## src/rtl/alu_seq_n_bits.sv

```systemverilog
// -----------------------------------------------------------------------------
// alu_seq_n_bits
//   Registered N-bit ALU with valid/ready handshakes on the operand and the
//   result side. add/sub/logic/shift ops complete in one cycle. With the
//   ALU_MULDIV_EN macro defined, mul/div/mod run on an iterative engine.
//   mul is shift-add and div/mod is restoring division. Each takes N cycles
//   in CALC. Result and flags are registered together and held while the
//   consumer stalls.
//
// Configuration macro: ALU_MULDIV_EN
//   defined   : opcodes 7/8/9 = mul/div/mod, CALC state and engine present.
//   undefined : opcodes 7/8/9 behave like 10-15 (result = a), busy tied 0.
//
// Ports
//   clk, rst_n           clock (rising edge), asynchronous active-low reset
//   in_valid / in_ready  operand handshake; a, b, control captured on accept
//   a, b [N-1:0]         operands (b is the shift amount for shifts)
//   control [3:0]        opcode
//   out_valid/out_ready  result handshake
//   result [N-1:0]       registered result
//   v, c, n, z           overflow, carry, negative, zero (registered)
//   busy                 high while an iterative op is running
// -----------------------------------------------------------------------------
module alu_seq_n_bits #(
  parameter int N = 4
) (
  input  logic         clk,
  input  logic         rst_n,
  input  logic         in_valid,
  output logic         in_ready,
  input  logic [N-1:0] a,
  input  logic [N-1:0] b,
  input  logic [3:0]   control,
  output logic         out_valid,
  input  logic         out_ready,
  output logic [N-1:0] result,
  output logic         v,
  output logic         c,
  output logic         n,
  output logic         z,
  output logic         busy
);

  localparam logic [3:0] OP_ADD = 4'd0;
  localparam logic [3:0] OP_SUB = 4'd1;
  localparam logic [3:0] OP_AND = 4'd2;
  localparam logic [3:0] OP_OR  = 4'd3;
  localparam logic [3:0] OP_XOR = 4'd4;
  localparam logic [3:0] OP_LSR = 4'd5;
  localparam logic [3:0] OP_LSL = 4'd6;
`ifdef ALU_MULDIV_EN
  localparam logic [3:0] OP_MUL = 4'd7;
  localparam logic [3:0] OP_DIV = 4'd8;
  localparam logic [3:0] OP_MOD = 4'd9;
  localparam int         CNT_W  = $clog2(N);
`endif
  localparam logic [N:0] N_VAL  = (N+1)'(N);

  typedef enum logic [1:0] {
    S_IDLE = 2'd0,
    S_DONE = 2'd1
`ifdef ALU_MULDIV_EN
    , S_CALC = 2'd2
`endif
  } state_t;

  state_t state;
  logic   accept;

  assign out_valid = (state == S_DONE);
  assign in_ready  = (state == S_IDLE) | ((state == S_DONE) & out_ready);
  assign accept    = in_valid & in_ready;

  // ---------------------------------------------------------------------------
  // Single-cycle datapath, evaluated straight from the live operands.
  // ---------------------------------------------------------------------------
  logic [N-1:0] s_res;
  logic         s_c, s_v;
  logic [N:0]   sum;

  // NOTE: every signal written here gets a default first, so no path through
  // the case can leave it unassigned and infer a latch.
  always_comb begin
    s_res = a;
    s_c   = 1'b0;
    s_v   = 1'b0;
    sum   = '0;
    case (control)
      OP_ADD: begin
        sum   = {1'b0, a} + {1'b0, b};
        s_res = sum[N-1:0];
        s_c   = sum[N];
        s_v   = (a[N-1] == b[N-1]) && (sum[N-1] != a[N-1]);
      end
      OP_SUB: begin
        // a + ~b + 1. The carry-out is 1 when no borrow occurs.
        sum   = {1'b0, a} + {1'b0, ~b} + {{N{1'b0}}, 1'b1};
        s_res = sum[N-1:0];
        s_c   = sum[N];
        s_v   = (a[N-1] == ~b[N-1]) && (sum[N-1] != a[N-1]);
      end
      OP_AND: s_res = a & b;
      OP_OR:  s_res = a | b;
      OP_XOR: s_res = a ^ b;
      OP_LSR: s_res = ({1'b0, b} >= N_VAL) ? '0 : (a >> b);
      OP_LSL: s_res = ({1'b0, b} >= N_VAL) ? '0 : (a << b);
      default: s_res = a;
    endcase
  end

`ifdef ALU_MULDIV_EN
  // ---------------------------------------------------------------------------
  // Iterative engine. The 2N-bit accumulator is used in two ways:
  //   mul: {partial product high half, remaining multiplier bits}
  //   div: {partial remainder, dividend bits shifting into quotient bits}
  // ---------------------------------------------------------------------------
  logic [2*N-1:0] acc, acc_nxt;
  logic [N:0]     part;
  logic [N-1:0]   op_a, op_b;
  logic [3:0]     op;
  logic [CNT_W-1:0] cnt;
  logic [N-1:0]   i_res;
  logic           i_c, i_v;
  logic           is_iter;

  assign is_iter = (control == OP_MUL) | (control == OP_DIV) | (control == OP_MOD);
  assign busy    = (state == S_CALC);

  always_comb begin
    acc_nxt = acc;
    part    = '0;
    if (op == OP_MUL) begin
      part    = {1'b0, acc[2*N-1:N]} + (acc[0] ? {1'b0, op_a} : '0);
      acc_nxt = {part, acc[N-1:1]};
    end else begin
      // Trial subtract of the shifted remainder. Bit N set means it went negative.
      part = acc[2*N-1:N-1] - {1'b0, op_b};
      if (!part[N]) acc_nxt = {part[N-1:0], acc[N-2:0], 1'b1};
      else          acc_nxt = {acc[2*N-2:0], 1'b0};
    end
  end

  // Final result and flags, taken from the last step's accumulator.
  always_comb begin
    i_res = acc_nxt[N-1:0];
    i_c   = 1'b0;
    i_v   = 1'b0;
    if (op == OP_MUL) begin
      i_c = |acc_nxt[2*N-1:N];
      i_v = |acc_nxt[2*N-1:N];
    end else if (op_b == '0) begin
      i_res = (op == OP_DIV) ? {N{1'b1}} : op_a;
      i_v   = 1'b1;
    end else if (op == OP_MOD) begin
      i_res = acc_nxt[2*N-1:N];
    end
  end
`else
  assign busy = 1'b0;
`endif

  // ---------------------------------------------------------------------------
  // Control FSM and output registers
  // ---------------------------------------------------------------------------
  // NOTE: state is updated with non-blocking assignments only, so each
  // register samples pre-edge values no matter how the statements are ordered.
  always_ff @(posedge clk or negedge rst_n) begin
    if (!rst_n) begin
      state  <= S_IDLE;
      result <= '0;
      v      <= 1'b0;
      c      <= 1'b0;
      n      <= 1'b0;
      z      <= 1'b0;
`ifdef ALU_MULDIV_EN
      acc    <= '0;
      op_a   <= '0;
      op_b   <= '0;
      op     <= '0;
      cnt    <= '0;
`endif
    end else begin
`ifdef ALU_MULDIV_EN
      if (accept && is_iter) begin
        state <= S_CALC;
        acc   <= {{N{1'b0}}, (control == OP_MUL) ? b : a};
        op_a  <= a;
        op_b  <= b;
        op    <= control;
        cnt   <= '0;
      end else
`endif
      if (accept) begin
        state  <= S_DONE;
        result <= s_res;
        v      <= s_v;
        c      <= s_c;
        n      <= s_res[N-1];
        z      <= ~|s_res;
      end else begin
        case (state)
          S_DONE: if (out_ready) state <= S_IDLE;
`ifdef ALU_MULDIV_EN
          S_CALC: begin
            acc <= acc_nxt;
            cnt <= cnt + 1'b1;
            if (cnt == CNT_W'(N-1)) begin
              state  <= S_DONE;
              result <= i_res;
              v      <= i_v;
              c      <= i_c;
              n      <= i_res[N-1];
              z      <= ~|i_res;
            end
          end
`endif
          default: state <= S_IDLE;
        endcase
      end
    end
  end

endmodule

```

## config.mk

```make
export PLATFORM = sky130hd
export DESIGN_NAME = alu_seq_n_bits
export DESIGN_NICKNAME = d
export VERILOG_FILES = /design/src/rtl/alu_seq_n_bits.sv
export SDC_FILE = /design/constraint.sdc
export NUM_CORES = 1
export LEC_CHECK = 0
export ABC_AREA = 1
export BUFFER_PORTS_ARGS = -buffer_cell sky130_fd_sc_hd__buf_2
export CORE_UTILIZATION = 30
export DETAILED_ROUTE_END_ITERATION = 6
export GPL_ROUTABILITY_DRIVEN = 1
export PLACE_DENSITY = 0.47
export SYNTH_ARGS = -nofsm -noshare
export SYNTH_HDL_FRONTEND = slang
export SYNTH_SLANG_ARGS = --single-unit
```

## constraint.sdc

```tcl
create_clock -name clk -period 1.6 [get_ports clk]
set_input_delay 0.32 -clock clk [delete_from_list [all_inputs] [get_ports clk]]
set_output_delay 0.32 -clock clk [all_outputs]
set_load 0.005 [all_outputs]
```

Yosys cells after proc, flatten, opt, wreduce, memory -nomap -nowiden
Index checks and enable logic that the tools add are counted.
Cells by class
  $add $sub $neg: 3
  multiply operators: 0
  divide/modulo/power cells: 0
  order comparisons: 1
  eq/ne operators: 12
  shift-type cells: 2
  muxes and demuxes: 8
  bitwise logic cells: 8
  reductions and logical operators: 6
Operators with widths (number)
  $pmux W4 S7: 1
  $eq A4 B3 Y1 const B: 3
  $add A4 B4 Y5: 2
  $eq A4 B2 Y1 const B: 2
  $mux W4: 2
  $mux W2: 3
  $add A5 B1 Y5 const B: 1
  $and A4 B4 Y4: 1
  $eq A4 B1 Y1 const B: 1
  $ge A4 B3 Y1 const B: 1
  $logic_not A4 Y1: 1
  $not A4 Y4: 1
  $or A4 B4 Y4: 1
  $pmux W1 S2: 2
  $reduce_or A4 Y1: 1
  $shl A4 B4 Y4: 1
  $shr A4 B4 Y4: 1
  $xor A4 B4 Y4: 1
  $ne A3 B1 Y1 const B: 1
  $and A1 B1 Y1: 2
  $eq A1 B1 Y1: 2
  $eq A2 B1 Y1 const B: 1
  $logic_and A1 B1 Y1: 2
  $logic_not A2 Y1: 1
  4 further kinds: 5
Word-level totals
  flip-flop bits (word level): 10
  bits in latches: 0
  RAM bits: 0
  ROM bits: 0
  input port bits: 16
  memories: 0

Logic depth before layout (Yosys ltp)
Gate-level depths: netlist of run 1.
  depth after elaboration: 6
  gate-level depth with buffers: 13
  gate-level depth less buffers: 13

Worst setup path before layout of run 1
No wires, ideal clock.
  kind: input to register
  start point: input a[0]
  end point: register z
  arrival time: 1603 ps
  path slack: -68 ps
  cell stages on the path: 12
  cells stage by stage: inv_1 > ha_1 > fa_1 > nor2_1 > nor2_1 > nand2_1 > nand2_1 > nor2_1 > nand4_1 > nor2_1 > nand3_1 > nand2_1
On the way
  word-level cells in the longest chain between the ends: 5
Ends and longest elaborated chain
  start, declared: RTL line 31  | input logic [N-1:0] a,
  $add A4 B4 Y5 (tied with other cells): RTL line 97  | sum = {1'b0, a} + {1'b0, ~b} + {{N{1'b0}}, 1'b1};
  $add A5 B1 Y5 (tied with other cells): RTL line 97
  $pmux W4 S7 (*): RTL line 88  | case (control)
  $reduce_or A4 Y1 (*): RTL line 199  | z <= ~|s_res;
  $logic_not A1 Y1 (*): RTL line 199
  end signal, assigned: RTL line 199
  end, declared: RTL line 40  | output logic z,
Every way passes the cells marked *; elsewhere a longest branch is shown, timed or not.
A chain may end at the register's enable or synchronous reset.

Worst setup path after layout of run 1
Ends and elaborated chain as after synthesis.

==> flow_results.xml, run 1 <==
<?xml version="1.0" encoding="UTF-8"?>
<metrics>
  <group name="synthesis">
    <metric name="yosys.cell_count.top_type" unit="">sky130_fd_sc_hd__nand2_1</metric>
    <metric name="synth_seq_cells" unit="">8</metric>
    <metric name="syn_avg_cell_area" unit="sq um">6.089</metric>
    <metric name="synth_top_family_by_area" unit="">simple AND/OR/NAND/NOR gates</metric>
    <metric name="synth_compound_area_frac" unit="">0.06955</metric>
    <metric name="netlist_area" unit="sq mm">0.001187</metric>
    <metric name="yosys-mux-area-fraction" unit="">0</metric>
    <metric name="synth-main-ff-cell" unit="">sky130_fd_sc_hd__dfrtp_1</metric>
    <metric name="post_synthesis_adder_cell_area_fraction" unit="">0.1602</metric>
    <metric name="number_of_flops_mapped_to_enable_cells_by_yosys" unit="">0</metric>
    <metric name="synth.area.top_cells" unit="">sky130_fd_sc_hd__dfrtp_1 17%, sky130_fd_sc_hd__nand2_1 16%, sky130_fd_sc_hd__ha_1 13%</metric>
    <metric name="synth_top_cell_area_share" unit="">0.1686</metric>
    <metric name="synth-simple-area-share" unit="">0.4710</metric>
    <metric name="synthesis.yosys.warnings" unit="">0</metric>
    <metric name="synth_cell_type_count" unit="">26</metric>
    <metric name="proportion_of_register_bits_with_asynchronous_set_or_reset_after_synthesis" unit="">1.000</metric>
    <metric name="synth_top_area_cell" unit="">sky130_fd_sc_hd__dfrtp_1</metric>
    <metric name="instance_count_of_the_mapped_netlist" unit="">195</metric>
    <metric name="share_of_synthesized_area_occupied_by_flip_flops_and_latches" unit="">0.1686</metric>
    <metric name="synth_xor_xnor_area_share" unit="">0.01475</metric>
    <metric name="synth_fp_nets" unit="">225</metric>
    <metric name="top_cells_by_count_synth" unit="">52 x sky130_fd_sc_hd__nand2_1, 28 x sky130_fd_sc_hd__nand3_1, 27 x sky130_fd_sc_hd__nor2_1</metric>
  </group>
  <group name="timing">
    <metric name="finalWorstPathRequiredPeriod" unit="ns">1.531</metric>
    <metric name="hold_viol" unit="">0</metric>
    <metric name="setup_slack" unit="ns">0.06904</metric>
    <metric name="setup_violations" unit="">0</metric>
    <metric name="setup-tns-final" unit="ns">0</metric>
    <metric name="period_share" unit="">0.9569</metric>
    <metric name="fmax" unit="GHz">0.6532</metric>
    <metric name="slew_limit_fails" unit="">0</metric>
    <metric name="finClkSkew" unit="ns">0.0006339</metric>
    <metric name="rsz_0062_raised_after_global_routing" unit="">true</metric>
  </group>
  <group name="setup_path">
    <metric name="critical_path_fanouts_max" unit="">3</metric>
    <metric name="slowest_stage" unit="">sky130_fd_sc_hd__fa_2</metric>
    <metric name="critical_path_arrival" unit="ns">1.69</metric>
    <metric name="critical_path.max_stage_delay" unit="ns">0.36</metric>
    <metric name="cp-start-kind" unit="">input port</metric>
    <metric name="critical_path_required" unit="ns">1.76</metric>
    <metric name="timing.setup.critical_path_class" unit="">input port to register</metric>
    <metric name="path_cells" unit="">buf_8, inv_4, ha_4, fa_2, nor2_4, nor2_2, nand2_1, nand2_1, nor2_1, nand4_1, nor2_1, nand3_1, nand2_1</metric>
    <metric name="critical_path_endpoint_category" unit="">register</metric>
    <metric name="crit_path_frequent_cell" unit="">sky130_fd_sc_hd__nand2_1</metric>
  </group>
  <group name="place">
    <metric name="portBuffers" unit="">25</metric>
    <metric name="dp_slack" unit="ns">-0.2719</metric>
    <metric name="post_dp_hpwl" unit="mm">3.023</metric>
    <metric name="gp_congestion" unit="">0.8609</metric>
    <metric name="postPlaceCellArea" unit="sq mm">0.001592</metric>
  </group>
  <group name="run_status">
    <metric name="result_of_the_run" unit="">finished, final reports clean</metric>
  </group>
  <group name="cts">
    <metric name="sinks_on_the_clock_net" unit="">8</metric>
    <metric name="clockBufferDepth" unit="">2</metric>
    <metric name="worst_setup_hold_path_clk_slew" unit="ns">0.04</metric>
    <metric name="clk_latency" unit="ns">0.22</metric>
    <metric name="clock-root-buffer" unit="">sky130_fd_sc_hd__clkbuf_8</metric>
    <metric name="tritoncts" unit="">done</metric>
    <metric name="cts_buf_count" unit="">3</metric>
    <metric name="clock_tree.htree_level_count" unit="">1</metric>
  </group>
  <group name="layout">
    <metric name="area_of_all_placed_cells_without_fillers" unit="sq mm">0.001752</metric>
    <metric name="area.growth.synth_to_final" unit="%">47.52</metric>
    <metric name="finish.net_count" unit="">289</metric>
    <metric name="n_fill_cell" unit="">392</metric>
    <metric name="antenna_cells" unit="">0</metric>
    <metric name="area_of_the_multi_input_gates" unit="sq um">920.9</metric>
    <metric name="regArea" unit="sq um">200.2</metric>
    <metric name="ratio_of_cells_with_drive_above_1_in_the_final_layout" unit="">0.3580</metric>
  </group>
  <group name="drt">
    <metric name="routed_wl" unit="mm">3.580</metric>
    <metric name="detail_route.vias_per_cell" unit="">4.554</metric>
    <metric name="drt_iter0_drc" unit="">65</metric>
    <metric name="via_count" unit="">1389</metric>
    <metric name="detail-route-antenna-nets" unit="">0</metric>
    <metric name="drcViolationCount" unit="">0</metric>
    <metric name="firstDrtPassIters" unit="">4</metric>
    <metric name="drt-wirelength-per-cell" unit="um">11.74</metric>
  </group>
  <group name="worst_hold_path">
    <metric name="worstHoldPathType" unit="">input port to register</metric>
  </group>
  <group name="pwr">
    <metric name="comb_power_share" unit="">0.481</metric>
    <metric name="fraction_of_power_spent_switching_nets" unit="">0.3483</metric>
    <metric name="vdd.ir_drop.worst" unit="mV">0.2519</metric>
    <metric name="power.static_leakage" unit="uW">0.0009410</metric>
    <metric name="p_seq_frac" unit="">0.268</metric>
    <metric name="intPower" unit="uW">607.1</metric>
    <metric name="power-per-cell-area" unit="mW/mm^2">531.7</metric>
    <metric name="netSwitchingPower" unit="uW">324.4</metric>
    <metric name="clock_power_share" unit="">0.251</metric>
  </group>
  <group name="global_routing">
    <metric name="antenna_found_initial" unit="">0</metric>
    <metric name="first_global_vias" unit="">1368</metric>
    <metric name="global_route.usage.total" unit="">0.1860</metric>
    <metric name="grt_max_degree" unit="">9</metric>
    <metric name="grt_overflow" unit="">0</metric>
    <metric name="grt_first_pass_wirelength" unit="mm">5.968</metric>
  </group>
  <group name="floorplan">
    <metric name="core.rowCount" unit="">22</metric>
    <metric name="overall_die_area" unit="sq mm">0.004213</metric>
    <metric name="num_io_pins" unit="">27</metric>
    <metric name="floorplan.initialDensity" unit="">0.3195</metric>
    <metric name="die-height" unit="um">64.91</metric>
    <metric name="chipWidth" unit="um">64.91</metric>
    <metric name="design.core.area" unit="sq mm">0.003716</metric>
  </group>
  <group name="job">
    <metric name="max_cap_violations" unit="">0</metric>
  </group>
</metrics>
## layer usage
metal | wire length [um] | share of wire | track usage | up-vias
met5 | 0 | 0 | 0 | -
met1 | 1735 | 0.48 | 0.2434 | 602
met4 | 31 | 0.0087 | 0.02222 | 0
li1 | - | - | - | 747
met2 | 1625 | 0.45 | 0.3138 | 38
met3 | 186 | 0.052 | 0.04577 | 2
## placed cells by master, fill, tap and decap left out, types with 2 or more instances in the layout
| cell type | n |
|---|---|
| sky130_fd_sc_hd__nand2_1 | 50 |
| sky130_fd_sc_hd__buf_4 | 36 |
| sky130_fd_sc_hd__nand3_1 | 28 |
| sky130_fd_sc_hd__nor2_1 | 24 |
| sky130_fd_sc_hd__buf_2 | 23 |
| sky130_fd_sc_hd__inv_1 | 22 |
| sky130_fd_sc_hd__ha_1 | 9 |
| sky130_fd_sc_hd__dfrtp_1 | 8 |
| sky130_fd_sc_hd__o21ai_0 | 7 |
| sky130_fd_sc_hd__nand2_2 | 7 |
| sky130_fd_sc_hd__inv_2 | 5 |
| sky130_fd_sc_hd__nor2_2 | 4 |
| sky130_fd_sc_hd__nor2_4 | 3 |
| sky130_fd_sc_hd__nand3b_1 | 3 |
| sky130_fd_sc_hd__nand4_1 | 3 |
| sky130_fd_sc_hd__ha_4 | 3 |
| sky130_fd_sc_hd__clkbuf_8 | 3 |
| sky130_fd_sc_hd__o22ai_1 | 2 |
| sky130_fd_sc_hd__a21oi_2 | 2 |
| sky130_fd_sc_hd__a31oi_1 | 2 |
| sky130_fd_sc_hd__fa_2 | 2 |
## metrics by stage
step	hold WS [ns]	total power, uW	std cells	utilization
finish	0.3748	931.5	305	0.4714
global route	0.3857	1019	305	0.4714
CTS	0.3812	909.9	303	0.4525
detailed placement	0.1690	654.8	297	0.4283
global placement	0.1715	659.9	297	0.4283
floorplan	0.02441	462.8	195	-
## state kept, by name, summed over array words and instances (netlist names)
register  count
result        4
c             1
v             1
state         1
z             1
## power by group through the flow
stage                     combinational [uW]  clock (uW)  sequential (uW)
final                                    448         234              250
after global routing                     505         260              254
after CTS                                418         242              250
after detailed placement                 403           0              252
after global placement                   409           0              251
after floorplan                          208           0              255
## what timing repair did
item / 4_1_cts / 5_1_grt
buffers inserted: 2 / 2
hold buffers: 1 / 0
endpoints found under the hold margin: 8 / 0
gates resized for setup: 6 / 14
pin swaps: 5 / 12
cloned: 0 / 0
setup endpoints to repair: 1 / 5
## critical path: cells and delay by family
kind	cells	cell delay [ns]
buffers and inverters	2	0.13
adders and majority gates	2	0.51
and+or+nand+nor	9	0.73
## final cells by class
cell class / instances / share of cell area
well taps: 48 / 0.03429
multi-input cells: 156 / 0.5257
repair buffers: 62 / 0.2407
inverters: 28 / 0.06143
flip-flops and latches: 8 / 0.1143
clock buffers: 3 / 0.02357
## kinds of logic after synthesis
family / count (synthesis)
buf+inv: 31
flops: 8
xor+xnor: 2
compound gates: 15
fa+ha+maj: 14
simple gates: 124
other cells: 1
## path summary, 6_finish.rpt
| check | from | endpoint | slack, ns | cells after the start |
|---|---|---|---|---|
| min in group asynchronous | rst_n | result[0] | 0.46 | 2 |
| max in group asynchronous | rst_n | v | 0.97 | 2 |
| hold / removal | out_ready | state[0] | 0.37 | 4 |
| hold reg to reg | result[2] | result[2] | 0.47 | 2 |
| setup reg to reg | state[0] | z | 0.56 | 7 |
| setup / recovery | a[0] | z | 0.07 | 13 |
No activity file was read; power rests on OpenSTA's default activity.
==> run 2, diff against run 1 <==
Settings changed: ABC_AREA 1 to default, PLACE_DENSITY 0.47 to 0.48.
==> flow_results.xml, run 2 <==
<?xml version="1.0" encoding="UTF-8"?>
<metrics>
  <group name="global_routing">
    <metric name="grt_overflow" unit="">0</metric>
    <metric name="grt_first_pass_wirelength" unit="mm">5.637</metric>
    <metric name="global_route.usage.total" unit="">0.1737</metric>
    <metric name="grt_max_degree" unit="">15</metric>
    <metric name="antenna_found_initial" unit="">0</metric>
    <metric name="first_global_vias" unit="">1230</metric>
  </group>
  <group name="job">
    <metric name="max_cap_violations" unit="">0</metric>
  </group>
  <group name="worst_hold_path">
    <metric name="worstHoldPathType" unit="">input port to register</metric>
    <metric name="timing.hold.worst.start" unit="">in_valid</metric>
  </group>
  <group name="drt">
    <metric name="detail-route-antenna-nets" unit="">0</metric>
    <metric name="drt-wirelength-per-cell" unit="um">14.07</metric>
    <metric name="drt_iter0_drc" unit="">41</metric>
    <metric name="detailed_routing_wirelength_on_met1" unit="mm">1.623</metric>
    <metric name="routed_wl" unit="mm">3.532</metric>
    <metric name="met2_length" unit="mm">1.838</metric>
    <metric name="top_layer_used" unit="">met3</metric>
    <metric name="via_count" unit="">1269</metric>
    <metric name="firstDrtPassIters" unit="">4</metric>
    <metric name="met3_wirelength" unit="um">70</metric>
    <metric name="detail_route.vias_per_cell" unit="">5.056</metric>
    <metric name="drcViolationCount" unit="">0</metric>
  </group>
  <group name="setup_path">
    <metric name="crit_family" unit="">adder cells</metric>
    <metric name="critical_path_fanouts_max" unit="">3</metric>
    <metric name="timing.setup.critical_path_class" unit="">input port to register</metric>
    <metric name="path_cells" unit="">buf_8, inv_4, ha_4, fa_2, mux2_4, nor3b_2, a221oi_2, o221ai_2, o41ai_1</metric>
    <metric name="worstSetupStartpoint" unit="">a[0]</metric>
    <metric name="critical_path_endpoint_category" unit="">register</metric>
    <metric name="critical_path.max_stage_delay" unit="ns">0.53</metric>
    <metric name="worst-path-buf-inv" unit="">2</metric>
    <metric name="slowest_stage" unit="">sky130_fd_sc_hd__fa_2</metric>
    <metric name="critical_path_required" unit="ns">1.72</metric>
    <metric name="critical_path_arrival" unit="ns">1.95</metric>
    <metric name="timing.rr.start" unit="">state[0]</metric>
    <metric name="cp-start-kind" unit="">input port</metric>
  </group>
  <group name="floorplan">
    <metric name="overall_die_area" unit="sq mm">0.004123</metric>
    <metric name="core.rowCount" unit="">22</metric>
    <metric name="chipWidth" unit="um">64.21</metric>
    <metric name="floorplan.initialDensity" unit="">0.3148</metric>
    <metric name="design.core.area" unit="sq mm">0.003689</metric>
    <metric name="die-height" unit="um">64.21</metric>
    <metric name="num_io_pins" unit="">27</metric>
  </group>
  <group name="synthesis">
    <metric name="number_of_flops_mapped_to_enable_cells_by_yosys" unit="">0</metric>
    <metric name="netlist_area" unit="sq mm">0.001161</metric>
    <metric name="instance_count_of_the_mapped_netlist" unit="">136</metric>
    <metric name="synth_top_cell_area_share" unit="">0.1724</metric>
    <metric name="syn_avg_cell_area" unit="sq um">8.538</metric>
    <metric name="top_cells_by_count_synth" unit="">13 x sky130_fd_sc_hd__inv_1, 12 x sky130_fd_sc_hd__ha_1, 11 x sky130_fd_sc_hd__nor2_1</metric>
    <metric name="synth_seq_cells" unit="">8</metric>
    <metric name="synth_top_area_cell" unit="">sky130_fd_sc_hd__dfrtp_1</metric>
    <metric name="synth.area.top_cells" unit="">sky130_fd_sc_hd__dfrtp_1 17%, sky130_fd_sc_hd__ha_1 13%, sky130_fd_sc_hd__mux2_2 4.8%</metric>
    <metric name="share_of_synthesized_area_occupied_by_flip_flops_and_latches" unit="">0.1724</metric>
    <metric name="yosys.cell_count.top_type" unit="">sky130_fd_sc_hd__inv_1</metric>
    <metric name="synthesis.yosys.warnings" unit="">0</metric>
    <metric name="synth_cell_type_count" unit="">45</metric>
    <metric name="synth_fp_nets" unit="">166</metric>
    <metric name="synth-main-ff-cell" unit="">sky130_fd_sc_hd__dfrtp_1</metric>
    <metric name="proportion_of_register_bits_with_asynchronous_set_or_reset_after_synthesis" unit="">1.000</metric>
  </group>
  <group name="pwr">
    <metric name="power.static_leakage" unit="uW">0.0008875</metric>
    <metric name="total_power" unit="uW">998.9</metric>
    <metric name="vdd.ir_drop.worst" unit="mV">0.5189</metric>
    <metric name="intPower" unit="uW">669.5</metric>
    <metric name="comb_power_share" unit="">0.522</metric>
    <metric name="power-per-cell-area" unit="mW/mm^2">509.8</metric>
    <metric name="netSwitchingPower" unit="uW">329.4</metric>
    <metric name="fraction_of_power_spent_switching_nets" unit="">0.3298</metric>
    <metric name="clock_power_share" unit="">0.235</metric>
    <metric name="p_seq_frac" unit="">0.244</metric>
  </group>
  <group name="timing">
    <metric name="rsz_0062_raised_after_global_routing" unit="">true</metric>
    <metric name="worst_slew_pin_slew" unit="ns">0.5196</metric>
    <metric name="setup_violations" unit="">6</metric>
    <metric name="finClkSkew" unit="ns">0.003337</metric>
    <metric name="period_share" unit="">1.145</metric>
    <metric name="finalWorstPathRequiredPeriod" unit="ns">1.832</metric>
    <metric name="setup_slack" unit="ns">-0.2316</metric>
    <metric name="setup-tns-final" unit="ns">-0.8899</metric>
    <metric name="hold_viol" unit="">0</metric>
    <metric name="slew_limit_fails" unit="">0</metric>
    <metric name="fmax" unit="GHz">0.5460</metric>
    <metric name="slew_headroom" unit="">0.6528</metric>
  </group>
  <group name="place">
    <metric name="gp_congestion" unit="">0.8465</metric>
    <metric name="placed_cells" unit="">241</metric>
    <metric name="portBuffers" unit="">25</metric>
    <metric name="post_dp_hpwl" unit="mm">2.801</metric>
  </group>
  <group name="cts">
    <metric name="cts_buf_count" unit="">3</metric>
    <metric name="clock_tree.htree_level_count" unit="">1</metric>
    <metric name="sinks_on_the_clock_net" unit="">8</metric>
    <metric name="clockBufferDepth" unit="">2</metric>
    <metric name="tritoncts" unit="">done</metric>
    <metric name="clock-root-buffer" unit="">sky130_fd_sc_hd__clkbuf_8</metric>
    <metric name="clk_latency" unit="ns">0.22</metric>
    <metric name="worst_setup_hold_path_clk_slew" unit="ns">0.04</metric>
  </group>
  <group name="layout">
    <metric name="layout_common_cells" unit="">40 x sky130_fd_sc_hd__buf_4, 21 x sky130_fd_sc_hd__buf_2, 9 x sky130_fd_sc_hd__nand2_1, 9 x sky130_fd_sc_hd__nor2_1, 8 x sky130_fd_sc_hd__dfrtp_1</metric>
    <metric name="antenna_cells" unit="">0</metric>
    <metric name="most_flops_register" unit="">result</metric>
    <metric name="area.growth.synth_to_final" unit="%">68.75</metric>
    <metric name="ratio_of_cells_with_drive_above_1_in_the_final_layout" unit="">0.5961</metric>
    <metric name="number_of_flip_flops_under_the_largest_register_name" unit="">4</metric>
    <metric name="finish.net_count" unit="">235</metric>
    <metric name="most_common_library_cell_in_the_layout_ignoring_fill_and_taps" unit="">sky130_fd_sc_hd__buf_4</metric>
    <metric name="fin_util" unit="">0.5312</metric>
    <metric name="finalNonFillerCells" unit="">251</metric>
  </group>
  <group name="run_status">
    <metric name="result_of_the_run" unit="">finished with violations</metric>
    <metric name="failed_checks" unit="">negative setup slack</metric>
  </group>
</metrics>
[run 2: cell count changes after synthesis, sizes merged, moves of 5 or more]
cell | previous run | this run
a211oi | 0 | 5
inv | 28 | 13
nand3 | 28 | 1
mux2 | 0 | 5
buf | 2 | 8
nand2 | 57 | 9
nor2 | 31 | 11
[run 2: worst paths after layout]
kind,to,slack (ns),cells past startpoint
max in group asynchronous,c,0.97,2
min reg2reg,c,0.47,2
max,z,-0.23,9
max reg2reg,z,0.30,5
min,state[0],0.31,2
min in group asynchronous,z,0.47,2
[run 2: cells by family (layout without fill, tap and decap cells)]
group,count (synthesis),in the layout,share of synthesized area
other,1,1,0.003230
multiplexers,9,9,0.08297
adder cells (fa/ha/maj),14,14,0.1638
XOR/XNOR,3,3,0.02263
flip-flops,8,8,0.1724
buffers and inverters,21,88,0.08729
AND/OR/NAND/NOR,41,41,0.2004
AO/OA/AOI/OAI,39,39,0.2672
[run 2: stage by stage]
step                hold slack (ns)  setup WS, ns  instance area (sq um)
floorplan                   0.02441       -0.2393                   1235
global placement             0.1641       -0.6269                   1677
detailed placement           0.1682       -0.6604                   1677
CTS                          0.3065       -0.2373                   1809
global route                 0.3247       -0.2742                   1959
finish                       0.3127       -0.2316                   1959
[run 2: power by group through the flow]
stage          clock [uW]  combinational, uW  sequential [uW]
2_1_floorplan           0                239              248
3_3_place_gp            0                434              243
3_5_place_dp            0                438              245
4_1_cts               243                472              243
5_1_grt               259                569              247
6_report              234                521              244
[run 2: layout make-up]
type | instances | area, sq um
fill | 354 | 1729
multi-input combinational | 107 | 1061
timing repair buffer | 72 | 540.5
sequential | 8 | 200.2
tap | 48 | 60.06
inverter | 13 | 56.30
clock buffer | 3 | 41.29
[run 2: layer usage]
metal,global-route usage,up-vias
met4,0.04722,0
met5,0,-
met2,0.3178,20
met3,0.007143,0
li1,-,632
met1,0.2198,617
[run 2: worst register-to-register path, stage by stage (launching register included)]
cell	delay, ns
sky130_fd_sc_hd__dfrtp_1	0.37
sky130_fd_sc_hd__nand2b_1	0.11
sky130_fd_sc_hd__nand2_1	0.12
sky130_fd_sc_hd__a211oi_2	0.23
sky130_fd_sc_hd__o221ai_2	0.13
sky130_fd_sc_hd__o41ai_1	0.24
[run 2: timing repair]
| action | 4_1_cts | 5_1_grt |
|---|---|---|
| hold endpoints to repair | 8 | 0 |
| pin swaps | 7 | 15 |
| setup endpoints to repair | 7 | 7 |
| hold buffers | 1 | 0 |
| buffers inserted | 2 | 5 |
| resized for setup | 20 | 22 |
